### config.mk
export PLATFORM = sky130hd
export DESIGN_NAME = pwm_soft_start_ctrl_flat
export DESIGN_NICKNAME = d
export VERILOG_FILES = /design/src/rtl/pwm_soft_start_ctrl_if.sv /design/src/rtl/pwm_soft_start_ctrl.sv /design/src/flat_wrapper.sv
export SDC_FILE = /design/constraint.sdc
export NUM_CORES = 1
export LEC_CHECK = 0
export BUFFER_PORTS_ARGS = -buffer_cell sky130_fd_sc_hd__buf_2
export CORE_MARGIN = 5
export CORE_UTILIZATION = 53
export DETAILED_ROUTE_END_ITERATION = 7
export PLACE_DENSITY = 0.85
export SETUP_SLACK_MARGIN = 0.5
export SLEW_MARGIN = 0
export SYNTH_ARGS = -nofsm -noshare
export SYNTH_HDL_FRONTEND = slang
export SYNTH_SLANG_ARGS = --single-unit
### constraint.sdc
create_clock -name clk -period 3.2 [get_ports clk]
set_input_delay 0.8 -clock clk [delete_from_list [all_inputs] [get_ports clk]]
set_output_delay 0.8 -clock clk [all_outputs]
set_load 0.05 [all_outputs]
### src/rtl/pwm_soft_start_ctrl_if.sv
// pwm_soft_start_ctrl_if
//   Control/status bundle between a PWM sequencer and whoever commands it.
//   master: drives en, fault and duty_tgt, and observes the status outputs.
//   slave : the sequencer itself.
//   Signals:
//     en           run request
//     fault        level-sensitive fault, sampled on clk
//     duty_tgt     target on-time in cycles per period (saturated to PERIOD)
//     ctrl         gate drive, straight from a flop
//     duty_cur     on-time applied in the current period
//     state        IDLE=0, RAMP=1, RUN=2, FAULT=3
//     period_start high for the cycle where the period counter is 0
interface pwm_soft_start_ctrl_if #(parameter int N = 8);
    logic         en;
    logic         fault;
    logic [N-1:0] duty_tgt;
    logic         ctrl;
    logic [N-1:0] duty_cur;
    logic [1:0]   state;
    logic         period_start;

    modport master (
        output en, fault, duty_tgt,
        input  ctrl, duty_cur, state, period_start
    );

    modport slave (
        input  en, fault, duty_tgt,
        output ctrl, duty_cur, state, period_start
    );
endinterface

### src/rtl/pwm_soft_start_ctrl.sv
// pwm_soft_start_ctrl
//   PWM sequencer with an enable/fault state machine, per-period soft-start
//   duty ramp and shadowed duty updates applied only at period wraps.
//   Ports:
//     clk  sole clock, rising edge
//     rst  asynchronous active-high reset
//     bus  pwm_soft_start_ctrl_if.slave (en, fault, duty_tgt in;
//          ctrl, duty_cur, state, period_start out)
//   Parameters:
//     N      counter / duty width
//     PERIOD cycles per switching period (2..2^N-1)
//     STEP   duty increment per period during soft start (1..PERIOD)
module pwm_soft_start_ctrl #(
    parameter int N      = 8,
    parameter int PERIOD = 200,
    parameter int STEP   = 4
) (
    input logic                 clk,
    input logic                 rst,
    pwm_soft_start_ctrl_if.slave bus
);

    typedef enum logic [1:0] {
        S_IDLE  = 2'd0,
        S_RAMP  = 2'd1,
        S_RUN   = 2'd2,
        S_FAULT = 2'd3
    } state_t;

    localparam logic [N-1:0] P_LAST = N'(PERIOD - 1);
    localparam logic [N-1:0] P_FULL = N'(PERIOD);
    localparam logic [N-1:0] STEP_N = N'(STEP);
    localparam logic [N:0]   STEP_W = (N+1)'(STEP);

    state_t       state_q, state_d;
    logic [N-1:0] cnt_q, cnt_d;
    logic [N-1:0] duty_q, duty_d;
    logic         ctrl_q;
    logic         pstart_q;

    logic [N-1:0] tgt_sat;
    logic [N-1:0] step_min;
    logic [N:0]   ramp_sum;
    logic [N-1:0] ramp_nxt;
    logic         wrap;
    logic         active_d;

    assign tgt_sat  = (bus.duty_tgt > P_FULL) ? P_FULL : bus.duty_tgt;
    assign step_min = (STEP_N < tgt_sat) ? STEP_N : tgt_sat;
    // One extra bit so duty + STEP cannot wrap before the clamp.
    assign ramp_sum = {1'b0, duty_q} + STEP_W;
    assign ramp_nxt = (ramp_sum > {1'b0, tgt_sat}) ? tgt_sat : ramp_sum[N-1:0];
    assign wrap     = (cnt_q == P_LAST);

    always_comb begin
        state_d = state_q;
        cnt_d   = cnt_q;
        duty_d  = duty_q;
        unique case (state_q)
            S_IDLE: begin
                cnt_d  = '0;
                duty_d = '0;
                if (bus.fault) begin
                    state_d = S_FAULT;
                end else if (bus.en) begin
                    // Soft start always begins at one step; reaching RUN
                    // waits for the first wrap even if the target is tiny.
                    state_d = S_RAMP;
                    duty_d  = step_min;
                end
            end
            S_RAMP, S_RUN: begin
                if (bus.fault) begin
                    state_d = S_FAULT;
                    cnt_d   = '0;
                    duty_d  = '0;
                end else if (!bus.en) begin
                    state_d = S_IDLE;
                    cnt_d   = '0;
                    duty_d  = '0;
                end else if (wrap) begin
                    cnt_d = '0;
                    if (state_q == S_RAMP) begin
                        // A target lowered below duty_cur clamps here too.
                        duty_d = ramp_nxt;
                        if (ramp_nxt == tgt_sat) state_d = S_RUN;
                    end else begin
                        duty_d = tgt_sat;
                    end
                end else begin
                    cnt_d = cnt_q + 1'b1;
                end
            end
            S_FAULT: begin
                cnt_d  = '0;
                duty_d = '0;
                if (!bus.en && !bus.fault) state_d = S_IDLE;
            end
            default: state_d = S_IDLE;
        endcase
    end

    assign active_d = (state_d == S_RAMP) || (state_d == S_RUN);

    // Outputs are loaded from next-state values so ctrl tracks
    // (active && cnt < duty_cur) in the same cycle, without lag.
    always_ff @(posedge clk or posedge rst) begin
        if (rst) begin
            state_q  <= S_IDLE;
            cnt_q    <= '0;
            duty_q   <= '0;
            ctrl_q   <= 1'b0;
            pstart_q <= 1'b0;
        end else begin
            state_q  <= state_d;
            cnt_q    <= cnt_d;
            duty_q   <= duty_d;
            ctrl_q   <= active_d && (cnt_d < duty_d);
            pstart_q <= active_d && (cnt_d == '0);
        end
    end

    assign bus.ctrl         = ctrl_q;
    assign bus.duty_cur     = duty_q;
    assign bus.state        = state_q;
    assign bus.period_start = pstart_q;

endmodule

### src/flat_wrapper.sv
// flat-port wrapper written by rule: the top's interface ports become plain ports
module pwm_soft_start_ctrl_flat 
#(
    parameter int N      = 8,
    parameter int PERIOD = 200,
    parameter int STEP   = 4
)
  (clk, rst, bus_en, bus_fault, bus_duty_tgt, bus_ctrl, bus_duty_cur, bus_state, bus_period_start);
  pwm_soft_start_ctrl_if #(.N(N)) bus_i ();
  input logic clk;
  input logic rst;
  input wire logic [$bits(bus_i.en)-1:0] bus_en;
  input wire logic [$bits(bus_i.fault)-1:0] bus_fault;
  input wire logic [$bits(bus_i.duty_tgt)-1:0] bus_duty_tgt;
  output wire logic [$bits(bus_i.ctrl)-1:0] bus_ctrl;
  output wire logic [$bits(bus_i.duty_cur)-1:0] bus_duty_cur;
  output wire logic [$bits(bus_i.state)-1:0] bus_state;
  output wire logic [$bits(bus_i.period_start)-1:0] bus_period_start;
  assign bus_i.en = bus_en;
  assign bus_i.fault = bus_fault;
  assign bus_i.duty_tgt = bus_duty_tgt;
  assign bus_ctrl = bus_i.ctrl;
  assign bus_duty_cur = bus_i.duty_cur;
  assign bus_state = bus_i.state;
  assign bus_period_start = bus_i.period_start;
  pwm_soft_start_ctrl #(.N(N), .PERIOD(PERIOD), .STEP(STEP)) u_core (.clk(clk), .rst(rst), .bus(bus_i));
endmodule
==> flow_summary_export.csv, run 1 <==
group,metric,value,unit
power_and_ir_drop,power_frac_comb,0.616,
hold_path,holdCritPathClass,"flop to flop",
detailed_routing,drt_first_iter_violations,186,
placement,portBuffers,23,
status,status,"finished, violations left",
critical_path,startpoint,"bus_duty_tgt[4]",
floorplanning,die_y,71.2,um
synth,ys_warn_count,0,
critical_path,cp_data_arrival_time,4030,ps
layout,final_util,0.765,
floorplanning,io_pins,24,
sta,post-route-period-util,1.21,
clock_network,cts_tree,"done",
detailed_routing,wl,6.01,mm
power_and_ir_drop,p_sw,0.575,mW
power_and_ir_drop,power_density,465,nW/um2
critical_path,rr_endpoint,"u_core.bus.ctrl",
critical_path,r2r_slack,-450,ps
detailed_routing,antenna_left,0,
placement,placed_area,2490,um2
critical_path,cpPeakStageDelay,400,ps
sta,maxSlewViolCount,0,
sta,tns,-699,ps
sta,tightest_slew,742,ps
placement,pre_cts_ws,-848,ps
synth,synth-seq-area-share,0.252,
floorplanning,die_w,71.2,um
floorplanning,fp-row-count,22,
floorplanning,core_area,3630,um2
flow_run,maxCapViolCount,0,
power_and_ir_drop,p_clk_frac,0.146,
power_and_ir_drop,intPower,0.717,mW
critical_path,rr_startpoint,"u_core.bus.duty_cur[6]",
power_and_ir_drop,swShare,0.445,
synth,synth_cells,226,
status,violations,"setup timing",
global_route,grt_pass1_vias,1975,
global_route,antenna_found_initial,0,
detailed_routing,met2_wirelength,3.09,mm
layout,final_area,2780,um2
critical_path,worstPathRequired,3350,ps
detailed_routing,met3_length,366,um
detailed_routing,wl_met1,2.48,mm
critical_path,crit_path_end_kind,"flop",
synth,synth_top_area_cell,"dfrtp_1",
layout,drive_above_1_share,0.418,
sta,finalSetupViolations,2,
critical_path,crit_slowest_cell,"o311ai_4",
hold_path,hold_depth,1,
detailed_routing,vias,2084,
layout,multi_input_area,1590,um2
detailed_routing,post_drt_wl_per_cell,17.4,um
detailed_routing,vias_per_cell,6.04,
critical_path,path_class,"input port to flop",
placement,place.gp.congestion,0.863,
critical_path,crit_chain,"buf_8 > o311ai_4 > nand2_2 > ha_4 > and4_4 > o211ai_1 > a22o_2 > nor2_4 > buf_4 > mux2i_1 > a22o_1 > nand2_1 > ha_2 > a21o_1 > a21o_1 > a2111oi_4",
critical_path,path_delay_family,"compound AO/OA/AOI/OAI gates",
hold_path,min-delay-start,"u_core.cnt_q[0]",
sta,hold_slack,587,ps
synth,synthArstFlopShare,1.00,
synth,synthTopCellsByArea,"dfrtp_1 (25%), ha_1 (12%), xnor2_1 (4.0%)",
global_route,grt_max_degree,21,
detailed_routing,top_layer,"met4",
clock_network,h-tree-depth,1,
clock_network,cts_buffer_depth,2,
critical_path,crit_buf_inv,2,
critical_path,startpoint_type,"input port",
layout,diodes,0,
power_and_ir_drop,ir_drop,0.000291,V
power_and_ir_drop,p_leak,1.27,nW
global_route,grt-ovfl-total,0,
placement,dp_cells,330,
critical_path,path_max_fanout,5,
synth,synth_cell_types,62,
sta,period_minus_slack,3880,ps
clock_network,path_clk_slew,70,ps
global_route,grt_pass1_wl,9.38,mm
synth,ys_ff_latch,20,
detailed_routing,first_pass_iters,4,
layout,seq_area,507,um2
layout,mostFrequentLayoutCells,"buf_4 (50), buf_2 (20), nor2_1 (18)",
clock_network,cts_buffers,3,
layout,syn2layout_area_growth,39.9,%
critical_path,cp_common_cell,"a21o_1",
clock_network,cts_sinks,20,
placement,hpwl,4.25,mm
layout,instances_no_fill,345,
layout,fillers,239,
synth,avgSynthCellArea,8.79,um2
global_route,grt_usage,0.228,
synth,yosys_most_used_dff,"dfrtp_1",
sta,rsz0062_at_grt,"yes",
critical_path,reg2reg_depth,17,
hold_path,min_to,"u_core.cnt_q[0]",
layout,final_common_cell,"buf_4",
sta,hold_viol_final,0,
sta,finalClockSkew,7.20,ps
sta,setup_ws,-676,ps
sta,relSlewSlack,0.505,
power_and_ir_drop,fin_total_pwr,1.29,mW
synth,synth.top_cell.area_share,0.252,
synth,synth-edff-count,0,
power_and_ir_drop,pwr-share-seq,0.238,
layout,finalNetCount,329,
sta,fmax,258,MHz
synth,syn_area,1990,um2
floorplanning,start_util,0.547,
floorplanning,die_area,5070,um2
detailed_routing,drcViolationCount,0,
synth,syn_nets,257,
clock_network,clk_latency,260,ps
clock_network,root_buffer,"clkbuf_8",
==> worst max path at each step <==
stage / to / slack, ps / cells past startpoint
2_1_floorplan: u_core.bus.ctrl / -530 / 14
3_3_place_gp: u_core.bus.ctrl / -700 / 14
3_5_place_dp: u_core.bus.ctrl / -850 / 15
4_1_cts: u_core.bus.ctrl / -550 / 16
5_1_grt: u_core.bus.ctrl / -750 / 16
6_report: u_core.bus.ctrl / -680 / 16
==> flip-flops by register name, indices dropped and copies added (netlist names) <==
name                     flops
u_core.bus.duty_cur          8
u_core.cnt_q                 8
u_core.bus.state             2
u_core.bus.ctrl              1
u_core.bus.period_start      1
==> metal layers <==
| metal | GRT usage | vias to the layer above |
|---|---|---|
| met2 | 0.396 | 76 |
| met4 | 0.0313 | 0 |
| met3 | 0.0379 | 8 |
| met5 | 0 | - |
| li1 | - | 973 |
| met1 | 0.303 | 1027 |
==> synth_stat cells, types with 3 or more instances <==
library cell  instances
a211o_1               3
xnor2_1               9
o21ai_0               6
mux2i_1               4
dfrtp_1              20
buf_2                 4
ha_1                 19
xor2_1                9
a21o_1                4
and3_1                5
nand2b_1              6
a31oi_1               3
inv_1                11
nor4_1                3
a22oi_1               3
and2_1                5
nand3_1              12
nor2_1               19
a21oi_1               9
a211oi_1              4
nand4_1               3
nand2_1              15
==> kinds of logic (layout without fill, tap and decap cells) <==
| family | after synthesis | after routing | share of synthesized area |
|---|---|---|---|
| AOI/OAI and AO/OA | 57 | 57 | 0.234 |
| xor gates and xnor gates | 18 | 18 | 0.0793 |
| adders and majority gates | 19 | 19 | 0.120 |
| muxes | 5 | 5 | 0.0258 |
| buffers and inverters | 19 | 89 | 0.0390 |
| DFF | 20 | 20 | 0.252 |
| and+or+nand+nor | 88 | 89 | 0.251 |
==> power groups by stage <==
stage | clock, mW | sequential, mW | combinational [mW]
after floorplan | 0 | 0.386 | 0.386
final | 0.189 | 0.307 | 0.796
after CTS | 0.189 | 0.307 | 0.702
after detailed placement | 0 | 0.312 | 0.625
after global routing | 0.202 | 0.312 | 0.848
after global placement | 0 | 0.310 | 0.606
==> worst reg2reg max path, cell delays in order (launching register included) <==
cell and delay [ps]:
dfrtp_2 420, and3_1 200, nand3_1 140, xnor2_1 160, ha_1 310, nand3_1 100
a211o_1 340, and3_1 240, a21oi_2 190, nor2_1 60, a31oi_1 190, o22a_2 190
ha_1 230, o21ai_1 140, nand2b_1 90, a21oi_2 200, a211oi_4 70, a2111oi_4 270
==> final cells by class <==
type,instances,share of cell area
Multi-Input combinational cell,188,0.573
Sequential cell,20,0.182
Clock buffer,4,0.0198
Tap cell,48,0.0216
Inverter,11,0.0149
Timing Repair Buffer,74,0.189
==> timing repair <==
action                                  in CTS  in global routing
cloned                                       1                  0
setup buffers                                3                  7
gates resized for setup                     17                 13
hold buffers                                 0                  0
pin swaps                                    7                 21
endpoints found under the setup margin      12                 12
No activity file was read; power rests on OpenSTA's default activity.
==> run 2, diff against run 1 <==
Settings changed: BUFFER_PORTS_ARGS -buffer_cell sky130_fd_sc_hd__buf_2 to unset, CORE_UTILIZATION 53 to 58, DONT_BUFFER_PORTS set to 1, PLACE_DENSITY 0.85 to 0.84, SETUP_SLACK_MARGIN 0.5 to unset.
==> run 2 against run 1 <==
  * The flow still finishes with violations (setup timing)
  * Routed wire length increased by 3.9%
  * Fmax rose by 5.3%
  * Combinational power shrank 17%
  * Worst hold slack worse by 91 ps
==> flow_summary_export.csv, run 2 (synthesis results as in run 1) <==
group,metric,value,unit
status,status,"finished, violations left",
status,violations,"setup timing",
power_and_ir_drop,p_leak,1.16,nW
critical_path,crit_path_end_kind,"flop",
critical_path,rr_startpoint,"u_core.bus.duty_cur[3]",
placement,portBuffers,0,
clock_network,clk_latency,320,ps
floorplanning,start_util,0.595,
global_route,antenna_found_initial,0,
critical_path,reg2reg_depth,18,
clock_network,root_buffer,"clkbuf_4",
sta,fmax,272,MHz
layout,fillers,211,
clock_network,cts_sinks,20,
floorplanning,die_w,68.5,um
critical_path,startpoint_type,"input port",
power_and_ir_drop,ir_drop,0.000608,V
global_route,grt-ovfl-total,0,
detailed_routing,first_pass_iters,5,
floorplanning,io_pins,24,
power_and_ir_drop,power_density,464,nW/um2
hold_path,holdCritPathClass,"input port to asynchronous set/reset pin",
sta,tightest_slew,795,ps
global_route,grt_pass1_wl,9.18,mm
critical_path,crit_buf_inv,0,
floorplanning,core_area,3340,um2
detailed_routing,antenna_left,0,
layout,syn2layout_area_growth,30.7,%
sta,finalSetupViolations,1,
detailed_routing,post_drt_wl_per_cell,19.4,um
clock_network,ctsHoldBuffers,0,
critical_path,r2r_slack,-370,ps
sta,setup_ws,-480,ps
critical_path,cpPeakStageDelay,400,ps
sta,hold_viol_final,0,
sta,rsz0062_at_grt,"yes",
placement,hpwl,4.10,mm
sta,post-route-period-util,1.15,
floorplanning,die_area,4700,um2
clock_network,path_clk_slew,130,ps
sta,period_minus_slack,3680,ps
critical_path,worstPathRequired,3430,ps
detailed_routing,drt_first_iter_violations,180,
global_route,grt_usage,0.260,
layout,finalNetCount,308,
detailed_routing,vias_per_cell,6.50,
sta,relSlewSlack,0.469,
detailed_routing,wl,6.25,mm
clock_network,h-tree-depth,1,
critical_path,rr_endpoint,"u_core.bus.ctrl",
critical_path,crit_slowest_cell,"o311ai_4",
layout,final_common_cell,"buf_4",
layout,drive_above_1_share,0.355,
critical_path,path_delay_family,"compound AO/OA/AOI/OAI gates",
clock_network,cts_tree,"done",
clock_network,cts_buffers,3,
critical_path,path_class,"input port to flop",
detailed_routing,vias,2094,
critical_path,path_max_fanout,5,
floorplanning,die_y,68.5,um
placement,place.gp.congestion,0.994,
global_route,grt_max_degree,21,
global_route,grt_pass1_vias,1958,
layout,final_util,0.778,
sta,maxSlewViolCount,0,
detailed_routing,drcViolationCount,0,
critical_path,crit_chain,"o311ai_4 > nand2_1 > ha_1 > and4_4 > o211ai_1 > a22o_4 > nor2_4 > mux2i_1 > a22o_1 > nand2_1 > ha_2 > a21o_1 > a21o_1 > a2111oi_2",
critical_path,cp_data_arrival_time,3910,ps
floorplanning,fp-row-count,21,
clock_network,cts_buffer_depth,2,
layout,mostFrequentLayoutCells,"buf_4 (52), nor2_1 (18), dfrtp_1 (16)",
layout,diodes,0,
flow_run,maxCapViolCount,0,
placement,pre_cts_ws,-724,ps
sta,finalClockSkew,14.8,ps
## run 2: cell count changes in the layout (fill, tap and decap cells not counted), sizes merged
cell / delta
clkbuf: -1
buf: -21
bufinv: +1
## run 2: layer usage
metal,GRT usage,up-vias,share of wire
li1,-,934,-
met2,0.443,158,0.46
met3,0.0632,37,0.087
met4,0.0918,0,0.060
met5,0,-,0
met1,0.318,965,0.39
## run 2: stage by stage
step           setup TNS (ps)  hold WS [ps]  power (mW)  instance area [um2]  cells
3_5_place_dp             -936           514       0.913                 2340    304
3_3_place_gp             -788           504       0.900                 2340    304
2_1_floorplan            -554           480       0.760                 2030    226
5_1_grt                  -649           563        1.27                 2600    322
6_report                 -480           496        1.21                 2600    322
4_1_cts                  -331           521        1.15                 2510    320
## run 2: how the worst max path moves through the flow
| stage | startpoint | to | slack (ps) | depth (start not counted) |
|---|---|---|---|---|
| 2_1_floorplan | bus_duty_tgt[3] | u_core.bus.ctrl | -550 | 14 |
| 3_3_place_gp | bus_duty_tgt[3] | u_core.bus.ctrl | -620 | 14 |
| 3_5_place_dp | bus_duty_tgt[3] | u_core.bus.ctrl | -720 | 14 |
| 4_1_cts | bus_duty_tgt[4] | u_core.bus.ctrl | -330 | 14 |
| 5_1_grt | bus_duty_tgt[3] | u_core.bus.ctrl | -650 | 14 |
| 6_report | bus_duty_tgt[3] | u_core.bus.ctrl | -480 | 14 |
## run 2: layout make-up
class | count | area [um2] | area share
sequential | 20 | 505 | 0.195
inverter | 11 | 41.3 | 0.0159
timing repair buffer | 53 | 402 | 0.155
clock inverter | 1 | 30.0 | 0.0116
multi-input combinational | 188 | 1540 | 0.592
clock buffer | 3 | 22.5 | 0.00867
tap | 46 | 57.6 | 0.0222
## run 2: repair_timing
item / 4_1_cts / 5_1_grt
endpoints found under the hold margin: 0 / 0
buffers inserted: 11 / 2
pin swaps: 11 / 14
cloned: 1 / 0
setup endpoints to repair: 1 / 2
resized for setup: 6 / 14
## run 2: worst reg2reg max path: cells and delay by family (launching register included)
family,cells,cell delay [ps]
AO/OA/AOI/OAI,8,1450
adder cells (fa/ha/maj),3,800
flip-flops,1,400
AND/OR/NAND/NOR,4,380
buffers and inverters,2,310
XOR/XNOR,1,160
## run 2: power by group
group          leakage, nW  switching (mW)  internal, mW
registers            0.266          0.0512         0.281
clock network       0.0279          0.0881         0.127
logic                0.869           0.381         0.278
total                 1.16           0.521         0.685
==> run 3, diff against run 2 <==
Settings changed: ABC_AREA set to 1.
==> run 3 against run 2 <==
  * The flow still finishes with violations (setup timing)
  * Synthesized cell count increased by 25%
  * Worst hold slack gained 2.4 ps
  * Via count down 3.8%
  * Critical endpoint unchanged
  * Critical path depth rose by 13
  * Non-clock buffer count shrank 10
==> flow_summary_export.csv, run 3 <==
group,metric,value,unit
status,status,"finished, violations left",
status,violations,"setup timing",
synth,synth-compound-area-share,0.0918,
detailed_routing,vias,2014,
placement,portBuffers,0,
clock_network,path_clk_slew,110,ps
sta,post-route-period-util,1.09,
global_route,grt_max_degree,21,
floorplanning,io_pins,24,
clock_network,cts_sinks,20,
detailed_routing,wl,5.34,mm
synth,ys_ff_latch,20,
detailed_routing,first_pass_iters,4,
synth,synthTopCellsByArea,"dfrtp_1 (27%), nand2_1 (15%), ha_1 (13%)",
layout,final_common_cell,"nand2_1",
sta,relSlewSlack,0.504,
synth,synth_mux_area_frac,0,
synth,synth_xor_area_frac,0.0235,
layout,mostFrequentLayoutCells,"nand2_1 (67), inv_1 (52), buf_4 (41)",
synth,syn_nets,313,
sta,hold_slack,499,ps
synth,avgSynthCellArea,6.62,um2
synth,synth-simple-area-share,0.357,
floorplanning,die_area,4450,um2
layout,instances_no_fill,371,
detailed_routing,drcViolationCount,0,
synth,synth-seq-area-share,0.268,
placement,placed_area,2210,um2
global_route,grt_pass1_wl,8.72,mm
clock_network,cts_buffers,3,
clock_network,h-tree-depth,1,
floorplanning,die_y,66.7,um
synth,yosysMostFrequentCell,"nand2_1",
critical_path,worstPathRequired,3450,ps
floorplanning,start_util,0.607,
synth,synth-edff-count,0,
detailed_routing,drt_first_iter_violations,249,
global_route,antenna_found_initial,0,
detailed_routing,vias_per_cell,5.43,
clock_network,cts_buffer_depth,2,
sta,setup_ws,-289,ps
global_route,grt_pass1_vias,1997,
synth,synth_top_area_cell,"dfrtp_1",
floorplanning,core_area,3080,um2
global_route,grt_usage,0.256,
layout,final_area,2400,um2
power_and_ir_drop,fin_total_pwr,1.02,mW
layout,syn2layout_area_growth,28.7,%
sta,maxSlewViolCount,0,
critical_path,r2r_slack,-170,ps
synth,ys_warn_count,0,
sta,fmax,287,MHz
critical_path,cp_data_arrival_time,3730,ps
sta,finalSetupViolations,1,
floorplanning,fp-row-count,20,
synth,synthArstFlopShare,1.00,
synth,yosys_most_used_dff,"dfrtp_1",
critical_path,reg2reg_depth,25,
sta,rsz0062_at_grt,"yes",
synth,synth_cells,282,
detailed_routing,post_drt_wl_per_cell,14.4,um
critical_path,startpoint,"bus_duty_tgt[6]",
synth,synth.top_cell.area_share,0.268,
clock_network,root_buffer,"clkbuf_4",
critical_path,path_class,"input port to flop",
detailed_routing,antenna_left,0,
power_and_ir_drop,p_leak,1.38,nW
sta,hold_viol_final,0,
power_and_ir_drop,ir_drop,0.000420,V
synth,synth_top_family_by_area,"simple AND/OR/NAND/NOR gates",
layout,drive_above_1_share,0.278,
critical_path,rr_startpoint,"u_core.bus.duty_cur[3]",
layout,diodes,0,
critical_path,cpPeakStageDelay,260,ps
synth,syn_area,1870,um2
floorplanning,die_w,66.7,um
placement,dp_cells,359,
power_and_ir_drop,power_density,425,nW/um2
sta,tightest_slew,744,ps
synth,synth-adder-area-share,0.127,
critical_path,cp_common_cell,"nand2_1",
placement,hpwl,3.85,mm
critical_path,startpoint_type,"input port",
clock_network,clk_latency,300,ps
layout,finalNetCount,360,
critical_path,crit_slowest_cell,"a211oi_2",
global_route,grt-ovfl-total,0,
placement,place.gp.congestion,0.902,
sta,period_minus_slack,3490,ps
critical_path,rr_endpoint,"u_core.bus.ctrl",
synth,ys_top_cells_by_count,"nand2_1 (73), inv_1 (59), nor2_1 (22)",
flow_run,maxCapViolCount,0,
sta,finalClockSkew,8.63,ps
critical_path,crit_path_end_kind,"flop",
clock_network,cts_tree,"done",
critical_path,path_max_fanout,6,
sta,tns,-289,ps
hold_path,holdCritPathClass,"input port to asynchronous set/reset pin",
synth,synth_cell_types,30,
[run 3: kinds of logic (layout without fill, tap and decap cells)]
family | count (synthesis) | count (layout)
flip-flops | 20 | 20
AO/OA/AOI/OAI | 28 | 28
XOR/XNOR | 5 | 5
buffers and inverters | 64 | 109
adder cells (fa/ha/maj) | 19 | 19
AND/OR/NAND/NOR | 146 | 146
[run 3: worst max-delay path by stage]
| stage | end |
|---|---|
| 5_1_grt | u_core.bus.ctrl |
| 4_1_cts | u_core.bus.ctrl |
| 3_5_place_dp | u_core.bus.ctrl |
| 6_report | u_core.bus.ctrl |
| 3_3_place_gp | u_core.bus.ctrl |
| 2_1_floorplan | u_core.bus.ctrl |
[run 3: what timing repair did]
| item | in CTS | in global routing |
|---|---|---|
| setup endpoints to repair | 1 | 1 |
| setup buffers | 7 | 2 |
| pin swaps | 26 | 7 |
| endpoints found under the hold margin | 0 | 0 |
| hold buffers | 0 | 0 |
| gates resized for setup | 17 | 13 |
[run 3: area by class of cell]
| class | count | area [um2] |
|---|---|---|
| multi-input combinational | 198 | 1230 |
| fill | 229 | 676 |
| sequential | 20 | 500 |
| timing repair buffer | 43 | 330 |
| inverter | 63 | 262 |
| tap | 44 | 55.1 |
| clock buffer | 3 | 22.5 |
[run 3: critical path: cells and delay by family]
| family | cells | cell delay (ps) |
|---|---|---|
| compound gates | 7 | 940 |
| fa+ha+maj | 2 | 430 |
| buf+inv | 4 | 370 |
| simple gates | 14 | 1180 |
[run 3: where the power goes]
group / switching [mW] / internal, mW
combinational: 0.362 / 0.204
clock: 0.0739 / 0.0440
sequential: 0.0541 / 0.283
[run 3: routing by layer]
metal | track usage | vias up | wire, um
li1 | - | 984 | -
met4 | 0.0761 | 0 | 186
met3 | 0.0540 | 24 | 382
met2 | 0.460 | 99 | 2650
met1 | 0.303 | 907 | 2120
met5 | 0 | - | 0
[run 3: through the flow]
step                      utilization  setup slack (ps)
after floorplan                     -              -444
after global placement          0.717              -559
after detailed placement        0.717              -669
after CTS                       0.759              -121
after global routing            0.780              -495
final                           0.780              -289
